<file path="config.mk">
export PLATFORM = sky130hd
export DESIGN_NAME = mem_arbiter
export DESIGN_NICKNAME = d
export VERILOG_FILES = /design/src/rtl/mem_arbiter.sv
export SDC_FILE = /design/constraint.sdc
export NUM_CORES = 1
export LEC_CHECK = 0
export ABC_AREA = 1
export BUFFER_PORTS_ARGS = -buffer_cell sky130_fd_sc_hd__buf_4
export CAP_MARGIN = 20
export CORE_UTILIZATION = 37
export DETAILED_ROUTE_END_ITERATION = 16
export PLACE_DENSITY = 0.75
export SYNTH_ARGS = -nofsm -noshare
export SYNTH_HDL_FRONTEND = slang
export SYNTH_SLANG_ARGS = --single-unit
</file>
<file path="constraint.sdc">
create_clock -name clk -period 2.3 [get_ports clk]
set_input_delay 0.46 -clock clk [delete_from_list [all_inputs] [get_ports clk]]
set_output_delay 0.46 -clock clk [all_outputs]
set_load 0.005 [all_outputs]
</file>
<file path="src/rtl/mem_arbiter.sv">
// Purpose: arbitrates one single-port asynchronous SRAM between an instruction-fetch
//          read port and a data-stage read/write port; the data stage always wins.
// Latency: WAIT_CYCLES+2 cycles from the accepting edge to the one-cycle ready pulse.
// Backpressure: requesters hold req/operands until ready; if_stall = if_req & ~if_ready.
//
// Ports:
//   clk, rst                      clock, asynchronous active-high reset
//   if_req/if_addr                fetch request and word address
//   if_rdata/if_ready/if_stall    fetched word, completion pulse, fetch stall
//   mem_req/mem_we/mem_addr/mem_wdata  data-stage request (write when mem_we=1)
//   mem_rdata/mem_ready           load data, completion pulse
//   sram_addr/sram_dout/sram_din  SRAM address, write data, read data
//   sram_ce_n/sram_oe_n/sram_we_n active-low SRAM strobes
//   conflict_cnt                  cycles with both requests pending in IDLE
//
// Build option: define MEM_ARBITER_CONFLICT_CNT_EN to build the saturating
// conflict counter; otherwise conflict_cnt is tied to zero and no register exists.

module mem_arbiter #(
    parameter int WAIT_CYCLES = 1   // SRAM wait states per access, 0..7
) (
    input  logic        clk,
    input  logic        rst,
    input  logic        if_req,
    input  logic [15:0] if_addr,
    output logic [15:0] if_rdata,
    output logic        if_ready,
    input  logic        mem_req,
    input  logic        mem_we,
    input  logic [15:0] mem_addr,
    input  logic [15:0] mem_wdata,
    output logic [15:0] mem_rdata,
    output logic        mem_ready,
    output logic        if_stall,
    output logic [15:0] sram_addr,
    output logic [15:0] sram_dout,
    input  logic [15:0] sram_din,
    output logic        sram_ce_n,
    output logic        sram_oe_n,
    output logic        sram_we_n,
    output logic [15:0] conflict_cnt
);

    localparam logic [1:0] ST_IDLE   = 2'd0;
    localparam logic [1:0] ST_ACCESS = 2'd1;
    localparam logic [1:0] ST_DONE   = 2'd2;

    localparam logic [2:0] CNT_LOAD = WAIT_CYCLES[2:0];

    // owner encoding: 1 = data stage, 0 = instruction fetch
    logic [1:0]  state_q, state_d;
    logic [2:0]  cnt_q, cnt_d;
    logic        owner_q, owner_d;
    logic        we_q, we_d;
    logic [15:0] addr_q, addr_d;
    logic [15:0] wdata_q, wdata_d;
    logic [15:0] if_rdata_q, if_rdata_d;
    logic [15:0] mem_rdata_q, mem_rdata_d;

    always_comb begin
        state_d     = state_q;
        cnt_d       = cnt_q;
        owner_d     = owner_q;
        we_d        = we_q;
        addr_d      = addr_q;
        wdata_d     = wdata_q;
        if_rdata_d  = if_rdata_q;
        mem_rdata_d = mem_rdata_q;
        case (state_q)
            ST_IDLE: begin
                if (mem_req) begin
                    owner_d = 1'b1;
                    we_d    = mem_we;
                    addr_d  = mem_addr;
                    wdata_d = mem_wdata;
                    cnt_d   = CNT_LOAD;
                    state_d = ST_ACCESS;
                end else if (if_req) begin
                    // wdata is left alone so the SRAM data bus does not toggle on fetches
                    owner_d = 1'b0;
                    we_d    = 1'b0;
                    addr_d  = if_addr;
                    cnt_d   = CNT_LOAD;
                    state_d = ST_ACCESS;
                end
            end
            ST_ACCESS: begin
                if (cnt_q == 3'd0) begin
                    state_d = ST_DONE;
                    // read data is sampled at the end of the final strobe cycle
                    if (!we_q) begin
                        if (owner_q) begin
                            mem_rdata_d = sram_din;
                        end else begin
                            if_rdata_d = sram_din;
                        end
                    end
                end else begin
                    cnt_d = cnt_q - 3'd1;
                end
            end
            ST_DONE: begin
                state_d = ST_IDLE;
            end
            default: begin
                state_d = ST_IDLE;
            end
        endcase
    end

    always_ff @(posedge clk or posedge rst) begin
        if (rst) begin
            state_q     <= ST_IDLE;
            cnt_q       <= 3'd0;
            owner_q     <= 1'b0;
            we_q        <= 1'b0;
            addr_q      <= 16'h0000;
            wdata_q     <= 16'h0000;
            if_rdata_q  <= 16'h0000;
            mem_rdata_q <= 16'h0000;
        end else begin
            state_q     <= state_d;
            cnt_q       <= cnt_d;
            owner_q     <= owner_d;
            we_q        <= we_d;
            addr_q      <= addr_d;
            wdata_q     <= wdata_d;
            if_rdata_q  <= if_rdata_d;
            mem_rdata_q <= mem_rdata_d;
        end
    end

    // Strobes decode straight from the state register so reset releases them at once.
    // Address and data come from the latched operands, which also gives hold time in DONE.
    assign sram_ce_n = ~(state_q == ST_ACCESS);
    assign sram_oe_n = ~((state_q == ST_ACCESS) && !we_q);
    assign sram_we_n = ~((state_q == ST_ACCESS) && we_q);
    assign sram_addr = addr_q;
    assign sram_dout = wdata_q;

    assign if_ready  = (state_q == ST_DONE) && !owner_q;
    assign mem_ready = (state_q == ST_DONE) && owner_q;
    assign if_rdata  = if_rdata_q;
    assign mem_rdata = mem_rdata_q;
    assign if_stall  = if_req && !if_ready;

`ifdef MEM_ARBITER_CONFLICT_CNT_EN
    logic [15:0] conflict_q, conflict_d;

    always_comb begin
        conflict_d = conflict_q;
        if ((state_q == ST_IDLE) && if_req && mem_req && (conflict_q != 16'hFFFF)) begin
            conflict_d = conflict_q + 16'd1;
        end
    end

    always_ff @(posedge clk or posedge rst) begin
        if (rst) begin
            conflict_q <= 16'h0000;
        end else begin
            conflict_q <= conflict_d;
        end
    end

    assign conflict_cnt = conflict_q;
`else
    assign conflict_cnt = 16'h0000;
`endif

endmodule

</file>
* Word level (Yosys, flattened, before mapping)
Cells that the tools add are included.
** Storage, ports and cells
- Input bits :: 69
- Logic and storage cells :: 50
- Register bits after elaboration :: 71
- Output and inout port bits :: 86
** Operators by class
- Bitwise operators :: 5
- Reduce and logical (&&, ||, !) cells :: 18
- Equality and inequality tests :: 5
- Add/subtract/negate cells :: 1
- Mux-type cells :: 13
** Operators by type and width (number)
- 16-bit two-way mux :: 2
- 3-bit two-way mux :: 3
- 4-bit AND reduction :: 2
- 2-bit two-way mux :: 3
- 3-bit one-hot mux with 2 select lines :: 1
- 2-bit AND reduction :: 3
- 1-bit logical AND :: 5
- 1-bit inverter :: 5
- 2-bit inequality test (second input constant) :: 2
- 2-bit one-hot mux with 2 select lines :: 1
- 2-bit nonzero test :: 2
- 1-bit zero test :: 3
- 3-bit zero test :: 1
- 1-bit two-way mux :: 3
- 3-bit inequality test (second input constant) :: 1
- 3-bit AND reduction :: 1
- 3-bit by 1-bit subtractor with 3-bit output (second input constant) :: 1
- 2-bit by 1-bit == test with 1-bit output (second input constant) :: 1
- 2-bit == test (second input constant) :: 1
- 2-bit zero test :: 1

* Depth between registers and ports, before layout
Gate-level depths: netlist of run 1.
- Word-level depth :: 4
- Depth in mapped cells :: 8
- Gate-level depth less buffers :: 8

* Worst setup path after synthesis of run 1
Ideal clock, no wire load.
- Kind :: reg2out
- From :: reg state_q[1]
- To :: out sram_oe_n
- Stages on the path, launching flop included :: 4
- Setup slack :: 0.953 ns
- Buffers on the path :: 0
- Arrival :: 0.887 ns
- Cells stage by stage :: dfrtp_1 > inv_2 > nand2_2 > or2_2
** On the way
- Longest elaborated chain between the ends :: 3
** Ends and longest elaborated chain
- start: declaration :: RTL line 51 : logic [1:0] state_q, state_d;
- start signal: assignment :: RTL line 122 : state_q <= state_d;
- 2-bit by 1-bit == test with 1-bit output :: RTL line 136 : assign sram_oe_n = ~((state_q == ST_ACCESS) && !we_q);
- 1-bit logical AND :: RTL line 136
- 1-bit inverter :: RTL line 136
- end: declaration :: RTL line 39 : output logic sram_oe_n,
No other way between the ends.

* Worst setup path in the final report of run 1
Ends and elaborated chain as after synthesis.

==> results by group, run 1 <==
Run status
  • Status: finished, final reports clean

Worst setup path
  • Worst Setup End Kind: primary output
  • Worst R2R Setup Slack: 0.63 ns
  • Critical-path cell list: inv_2 -> nand2_2 -> or2_2 -> buf_4
  • Critical path's slowest cell: dfrtp_1
  • Worst path max stage delay: 0.47 ns
  • Crit-path max FO: 5
  • Worst Path Required: 1.84 ns
  • Kind of start point of the critical path: flip-flop
  • WP data arrival: 1.40 ns
  • Crit path kind: reg2out

Logic synthesis
  • Post-synth EDFFs: 0
  • Ys async rst share: 100%
  • Yosys top cell by area: dfrtp_1
  • Top-area cell type share of the netlist area: 54.8%
  • Post-Syn Area: 0.00324 mm^2
  • Synthesized instance count: 400
  • Post-synth top cells: 210 x nand2_1, 71 x dfrtp_1, 52 x nand3_1
  • Synthesis Warnings: 0
  • Synth Register Bits: 71
  • Primary FF master, synth: dfrtp_1
  • Syn Area/Cell: 8.11 um^2
  • Register area share after synthesis: 54.8%
  • Top-count cell post-synth: nand2_1
  • Synth unique cells: 19
  • Top cells by area, synth: dfrtp_1 55%, nand2_1 24%, nand3_1 8.0%

CTS
  • Clock buffer depth: 2
  • Clock Tree Root: clkbuf_8
  • Post-cts resize count: 0
  • Worst-skew pair later-pin latency: 0.33 ns
  • Clk sinks: 71
  • CTS hold repair buffers: 0
  • Post-CTS Setup Bufs: 0
  • Clk slew on worst S/H paths: 0.08 ns
  • TritonCTS clock tree: yes
  • H-tree depth: 3
  • Total CTS buffers: 9

Power
  • Total power: 5.95 mW
  • Leak Pwr: 2.59 nW
  • PD cells: 1310 mW/mm^2
  • Max VDD drop: 0.445 mV

STA
  • Setup violators final: 0
  • Slew Viols, Final: 0
  • Slew HR: 54.8%
  • Endpoints failing hold: 0
  • Total negative setup slack: 0 ns
  • RSZ-0062 raised after global routing: false
  • Final period util: 81.0%
  • Worst slew pin tran: 0.676 ns
  • F_max: 537 MHz
  • Skew final: 0.00789 ns
  • Min Tclk post-route: 1.86 ns

Routing
  • WL final: 8.18 mm
  • DR iter-0 viols: 84
  • Drt pass-1 iters: 4
  • Final antenna-violating net count: 0
  • Via count: 3007
  • Wire per inst: 12.6 um
  • DRC errors left: 0
  • Vias per inst: 4.64

Global routing
  • Antenna violations before repair: 0
  • Global route overflow: 0
  • Largest net degree at the start of global routing: 35
  • GRT Total Usage: 18.6%
  • First-pass GRT wire length: 13.0 mm
  • Vias in the first global route: 2817

Placed design
  • Post-DP HPWL: 6.10 mm
  • # port buffers: 138
  • GP Congestion: 0.807

Die
  • Core Footprint: 0.00834 mm^2
  • I/O pin count: 155
  • Die ar.: 0.00915 mm^2
  • DIE HEIGHT: 95.6 um
  • DIE WIDTH: 95.6 um
  • # rows: 33
  • Starting Density: 38.9%

Final layout
  • Share of layout cells above drive strength 1: 32.6%
  • Ant diodes: 0
  • Final nets: 609
  • Fill cells: 810
  • Layout area overhead: 39.9%

Hold path
  • Worst Hold Class: in2async

Flow run
  • MaxCap Viol Count: 0
[cell families after synthesis]
family                     count (synthesis)  share of synthesized area, %
and+or+nand+nor                          278                          35.9
DFF                                       71                          54.8
buffers and inverters                     46                          8.18
AOI/OAI and AO/OA                          2                         0.309
adders and majority gates                  2                         0.771
other                                      1                         0.116
[routing by layer]
layer | up-vias | share of wire, % | routed length (um) | GRT usage, %
met1 | 1395 | 42 | 3450 | 22.5
met3 | 13 | 6.7 | 547 | 5.26
met5 | - | 0 | 0 | 0
met4 | 0 | 1.1 | 91 | 6.09
li1 | 1481 | - | - | -
met2 | 118 | 50 | 4090 | 31.7
[report_power, final]
part	total (mW)	internal [mW]	leakage (nW)	switching [mW]
clock	1.11	0.641	0.110	0.467
sequential	2.28	1.86	0.873	0.414
combinational	2.57	1.23	1.61	1.34
total	5.95	3.73	2.59	2.22
[cells in the final DEF (no fill, tap or decap), types with 2 or more instances in the layout]
cell / n
bufinv_16: 2
clkbuf_8: 10
inv_2: 6
conb_1: 16
inv_1: 7
nand3_2: 2
nand2_1: 210
nor2_4: 4
ha_1: 2
o21ai_0: 2
buf_4: 144
nor2_1: 5
nand2_2: 3
nand3_1: 52
dfrtp_1: 71
[layout make-up]
class | count | area (um^2) | share of cell area [%]
Clock buffer | 11 | 141 | 3.11
Multi-Input combinational cell | 298 | 1260 | 27.7
Inverter | 13 | 48.8 | 1.07
Sequential cell | 71 | 1780 | 39.1
Timing Repair Buffer | 145 | 1100 | 24.3
Clock inverter | 5 | 81.3 | 1.79
Tap cell | 105 | 131 | 2.89
[stage by stage]
| stage | cell area [um^2] | instances | hold slack [ns] | setup WS (ns) | utilization, % |
|---|---|---|---|---|---|
| floorplan | 3300 | 415 | 0.465 | 0.0434 | - |
| global placement | 4320 | 632 | 0.456 | 0.648 | 51.8 |
| detailed placement | 4320 | 632 | 0.460 | 0.592 | 51.8 |
| CTS | 4540 | 648 | 0.126 | 0.410 | 54.4 |
| global route | 4540 | 648 | 0.144 | 0.363 | 54.4 |
| finish | 4540 | 648 | 0.125 | 0.438 | 54.4 |
[worst paths after layout]
path	start	endpoint	cells past startpoint
min	rst	sram_dout[6]	2
max reg2reg	cnt_q[0]	mem_rdata[5]	6
max	state_q[1]	sram_oe_n	4
min reg2reg	if_rdata[11]	if_rdata[11]	2
min in group clk	mem_wdata[3]	sram_dout[3]	3
max in group asynchronous	rst	mem_rdata[14]	3
[state kept, by name (all words and copies together) (netlist names)]
signal	cells
state_q	2
sram_addr	16
cnt_q	3
if_rdata	16
owner_q	1
sram_dout	16
mem_rdata	16
we_q	1
[critical path, delay by kind of cell (launching register included)]
kind / cells / cell delay (ns)
AND/OR/NAND/NOR: 2 / 0.38
flip-flops: 1 / 0.47
buffers and inverters: 2 / 0.21
Note: power is estimated with default switching activity, not from simulation.
==> run 2: changes to the inputs <==
==> constraint.sdc (replaced) <==
create_clock -name clk -period 1.7 [get_ports clk]
set_input_delay 0.34 -clock clk [delete_from_list [all_inputs] [get_ports clk]]
set_output_delay 0.34 -clock clk [all_outputs]
set_load 0.005 [all_outputs]
==> results by group, run 2 (same netlist as run 1, synthesis figures left out) <==
STA
  • Slew Viols, Final: 0
  • Endpoints failing hold: 0
  • RSZ-0062 raised after global routing: true
  • Hold WS: 0.0861 ns
  • F_max: 611 MHz
  • Final period util: 96.3%
  • Total negative setup slack: 0 ns
  • Skew final: 0.00732 ns
  • Setup violators final: 0
  • Min Tclk post-route: 1.64 ns

Global routing
  • Most utilized layer in the global route result: met2
  • First-pass GRT wire length: 12.9 mm
  • Antenna violations before repair: 0
  • Met3 usage: 6.78%
  • Largest net degree at the start of global routing: 72
  • GRT Total Usage: 18.5%
  • Met2 Usage GRT: 32.6%
  • Global route overflow: 0
  • GR Layer Usage met1: 21.5%
  • Vias in the first global route: 2820

Final layout
  • Commonest non-fill, non-tap cells in the layout: 210 x nand2_1, 145 x buf_4, 69 x dfrtp_1, 52 x nand3_1, 16 x conb_1
  • Fin area: 0.00461 mm^2
  • Fill cells: 774
  • Share of layout cells above drive strength 1: 33.4%
  • Most common cell after layout, fill and taps aside: nand2_1
  • Final nets: 611
  • Ant diodes: 0
  • Layout area overhead: 42.1%

Placed design
  • DP Area: 0.00433 mm^2
  • GP Congestion: 0.739
  • # port buffers: 138
  • Post-DP HPWL: 5.97 mm

Routing
  • WL final: 8.13 mm
  • DR iter-0 viols: 99
  • DRC errors left: 0
  • Via count: 2980
  • Final antenna-violating net count: 0
  • Wire per inst: 12.5 um
  • Vias per inst: 4.58
  • Drt pass-1 iters: 4

CTS
  • Clk sinks: 71
  • TritonCTS clock tree: yes
  • Worst-skew pair later-pin latency: 0.33 ns
  • CTS hold repair buffers: 0
  • H-tree depth: 3
  • Clock Tree Root: clkbuf_8
  • Total CTS buffers: 9
  • Clock buffer depth: 2
  • Clk slew on worst S/H paths: 0.07 ns

Power
  • Leak Pwr: 2.62 nW
  • Max VDD drop: 0.592 mV
  • Psw: 3.02 mW
  • Switching share of power: 36.2%
  • Int Power: 5.33 mW
  • Seq pwr share: 36.5%
  • Clock share of power: 20.1%
  • Comb power frac: 43.4%
  • Total power: 8.36 mW
  • PD cells: 1810 mW/mm^2

Run status
  • Status: finished, final reports clean

Flow run
  • MaxCap Viol Count: 0

Die
  • DIE HEIGHT: 95.6 um
  • Die ar.: 0.00915 mm^2
  • # rows: 33
  • DIE WIDTH: 95.6 um
  • Starting Density: 38.9%
  • I/O pin count: 155
  • Core Footprint: 0.00834 mm^2

Worst setup path
  • WP data arrival: 1.30 ns
  • Crit-path max FO: 5
  • Worst Setup End Kind: primary output
  • Worst Path Required: 1.36 ns
  • Crit path kind: reg2out
  • Kind of start point of the critical path: flip-flop

Hold path
  • Worst Hold Class: in2async
run 2: cell types whose count changed in the layout (fill, tap and decap cells not counted):
cell and delta:
dfrtp_1 -2, dfrtp_2 +2, buf_12 +1, buf_4 +1, bufinv_16 +1, clkbuf_1 -1, clkbuf_8 +1, inv_2 -1
nand2_2 -1, nand2_4 +1, o21ai_0 -1, o21ai_1 +1
run 2: worst paths after layout:
check | start | to | slack, ns | cells past startpoint
setup / recovery | state_q[1] | sram_oe_n | 0.06 | 4
hold reg to reg | sram_dout[3] | sram_dout[3] | 0.47 | 2
setup reg to reg | cnt_q[0] | mem_rdata[2] | 0.16 | 7
max in group asynchronous | rst | state_q[0] | 1.28 | 3
min in group clk | mem_wdata[4] | sram_dout[4] | 0.24 | 3
hold / removal | rst | mem_rdata[12] | 0.09 | 3
run 2: worst max-delay path, stage by stage, from the launching register on:
cell and delay [ns]:
dfrtp_2 0.42, inv_2 0.07, nand2_4 0.07, or2_2 0.28, buf_4 0.13
run 2: what timing repair did:
action,in CTS,in global routing
buffers inserted,2,0
endpoints found under the setup margin,1,9
resized for setup,1,3
run 2: power by group through the flow:
stage	registers (mW)	clock network [mW]	logic (mW)
after floorplan	3.07	0	1.78
after global placement	3.06	0	3.48
after detailed placement	3.08	0	3.63
after CTS	3.05	1.72	3.68
after global routing	3.15	1.80	4.10
final	3.05	1.68	3.62
run 2: final cells by class:
cell class                      count  area [um^2]  share of cell area (%)
Sequential cell                    71         1780                    38.6
Multi-Input combinational cell    298         1260                    27.4
Timing Repair Buffer              147         1130                    24.5
Clock buffer                       11          151                    3.28
Tap cell                          105          131                    2.85
Clock inverter                      5          104                    2.25
Inverter                           13         52.6                    1.14
run 2: per-stage QoR:
step / utilization [%] / setup slack, ns / instances
after floorplan: - / 0.367 / 415
after CTS: 55.2 / 0.00185 / 650
final: 55.3 / 0.0624 / 650
after global routing: 55.3 / -0.0138 / 650
after detailed placement: 52.0 / 0.159 / 632
after global placement: 52.0 / 0.227 / 632
run 2: per-layer routing:
| layer | vias to the layer above | share of wire, % | wire (um) |
|---|---|---|---|
| met3 | 6 | 8.3 | 671 |
| met4 | 0 | 0.75 | 61 |
| li1 | 1492 | - | - |
| met5 | - | 0 | 0 |
| met1 | 1365 | 41 | 3310 |
| met2 | 117 | 50 | 4090 |
==> run 3: changes to the inputs <==
--- a/config.mk
+++ b/config.mk
@@ -8,9 +8,9 @@
 export ABC_AREA = 1
 export BUFFER_PORTS_ARGS = -buffer_cell sky130_fd_sc_hd__buf_4
 export CAP_MARGIN = 20
-export CORE_UTILIZATION = 37
+export CORE_UTILIZATION = 30
 export DETAILED_ROUTE_END_ITERATION = 16
-export PLACE_DENSITY = 0.75
+export PLACE_DENSITY = 0.64
 export SYNTH_ARGS = -nofsm -noshare
 export SYNTH_HDL_FRONTEND = slang
 export SYNTH_SLANG_ARGS = --single-unit
==> results by group, run 3 (same netlist as run 1, synthesis figures left out) <==
Worst setup path
  • Critical Path End: sram_we_n
  • WP data arrival: 1.29 ns
  • Worst r2r dst: mem_rdata[4]
  • R2r startpoint: cnt_q[0]
  • Path depth of the worst reg2reg path: 7
  • Crit-path max FO: 5
  • Start point of the critical path: state_q[1]
  • Kind of start point of the critical path: flip-flop
  • Crit path kind: reg2out
  • Worst R2R Setup Slack: 0.18 ns
  • Worst Setup End Kind: primary output
  • Worst Path Required: 1.36 ns

STA
  • Total negative setup slack: 0 ns
  • Endpoints failing hold: 0
  • Slew Viols, Final: 0
  • Min Tclk post-route: 1.63 ns
  • RSZ-0062 raised after global routing: true
  • F_max: 613 MHz
  • Skew final: 0.0120 ns
  • Setup violators final: 0
  • Final period util: 95.9%

Routing
  • Wl on met1: 3.89 mm
  • Drt pass-1 iters: 4
  • Met2 wire length: 3.84 mm
  • DR iter-0 viols: 99
  • WL met3: 517 um
  • WL final: 8.35 mm
  • DRC errors left: 0
  • Final antenna-violating net count: 0
  • Vias per inst: 4.31
  • Via count: 2937
  • Uppermost layer routed: met4
  • Wire per inst: 12.2 um

Power
  • PD cells: 1770 mW/mm^2
  • Leak Pwr: 2.60 nW
  • Max VDD drop: 0.611 mV
  • Total power: 8.20 mW

Global routing
  • Antenna violations before repair: 0
  • Largest net degree at the start of global routing: 72
  • GRT Total Usage: 15.5%
  • Vias in the first global route: 2796
  • First-pass GRT wire length: 13.6 mm
  • Global route overflow: 0

Placed design
  • Post-DP HPWL: 5.98 mm
  • GP Congestion: 0.753
  • # port buffers: 138

Die
  • DIE WIDTH: 106 um
  • DIE HEIGHT: 106 um
  • Die ar.: 0.0112 mm^2
  • Core Footprint: 0.0104 mm^2
  • # rows: 37
  • Starting Density: 31.1%
  • I/O pin count: 155

Final layout
  • Commonest non-fill, non-tap cells in the layout: 210 x nand2_1, 146 x buf_4, 70 x dfrtp_1, 52 x nand3_1, 16 x conb_1
  • Fill cells: 1037
  • Final core occ: 44.4%
  • Final nets: 612
  • Most common cell after layout, fill and taps aside: nand2_1
  • Share of layout cells above drive strength 1: 33.3%
  • Layout area overhead: 42.5%
  • Ant diodes: 0

Run status
  • Status: finished, final reports clean

CTS
  • H-tree depth: 3
  • Worst-skew pair later-pin latency: 0.35 ns
  • CTS hold repair buffers: 0
  • Clk slew on worst S/H paths: 0.08 ns
  • Clk sinks: 71
  • Clock Tree Root: clkbuf_8
  • TritonCTS clock tree: yes
  • Clock buffer depth: 2
  • Total CTS buffers: 9

Flow run
  • MaxCap Viol Count: 0

Hold path
  • Worst Hold Class: in2async
==> run 3: metrics by stage <==
step	setup slack (ns)	cell area (um^2)	hold slack (ns)	std cells
after floorplan	0.367	3300	0.465	415
after global placement	0.240	4380	0.457	664
after detailed placement	0.176	4380	0.460	664
after CTS	0.0185	4620	0.0909	682
after global routing	-0.00796	4620	0.113	682
final	0.0692	4620	0.0930	682
==> run 3: layout make-up <==
class	instances	area, um^2	share of cell area [%]
clock buffer	9	124	2.68
clock inverter	7	97.6	2.11
inverter	13	52.6	1.14
multi-input combinational	298	1270	27.4
sequential	71	1780	38.4
tap	136	170	3.68
timing repair buffer	148	1140	24.6
==> run 3: worst max-delay path: stages, from the launching register on <==
cell     delay [ns]
dfrtp_2        0.43
buf_4          0.16
nor2_4         0.14
nand2_1        0.07
buf_4          0.15
==> run 3: timing repair <==
action / 4_1_cts / 5_1_grt
buffers inserted: 2 / 0
cloned: 0 / 0
gates resized for setup: 2 / 2
setup endpoints to repair: 1 / 6
pin swaps: 1 / 1
==> run 3: worst min-delay path by stage <==
stage	from	endpoint
5_1_grt	rst	sram_addr[14]
4_1_cts	rst	sram_addr[14]
3_5_place_dp	sram_dout[3]	sram_dout[3]
6_report	rst	mem_rdata[11]
2_1_floorplan	if_rdata[0]	if_rdata[0]
3_3_place_gp	if_rdata[1]	if_rdata[1]
==> run 3: layer usage <==
layer	GRT usage, %	up-vias
met4	5.65	0
li1	-	1492
met3	3.74	10
met1	20.2	1327
met2	24.8	108
met5	0	-
==> run 3: power breakdown <==
part	total, mW	switching [mW]	internal [mW]
registers	3.06	0.540	2.52
clock network	1.52	0.692	0.828
logic	3.61	1.85	1.76
total	8.20	3.08	5.12
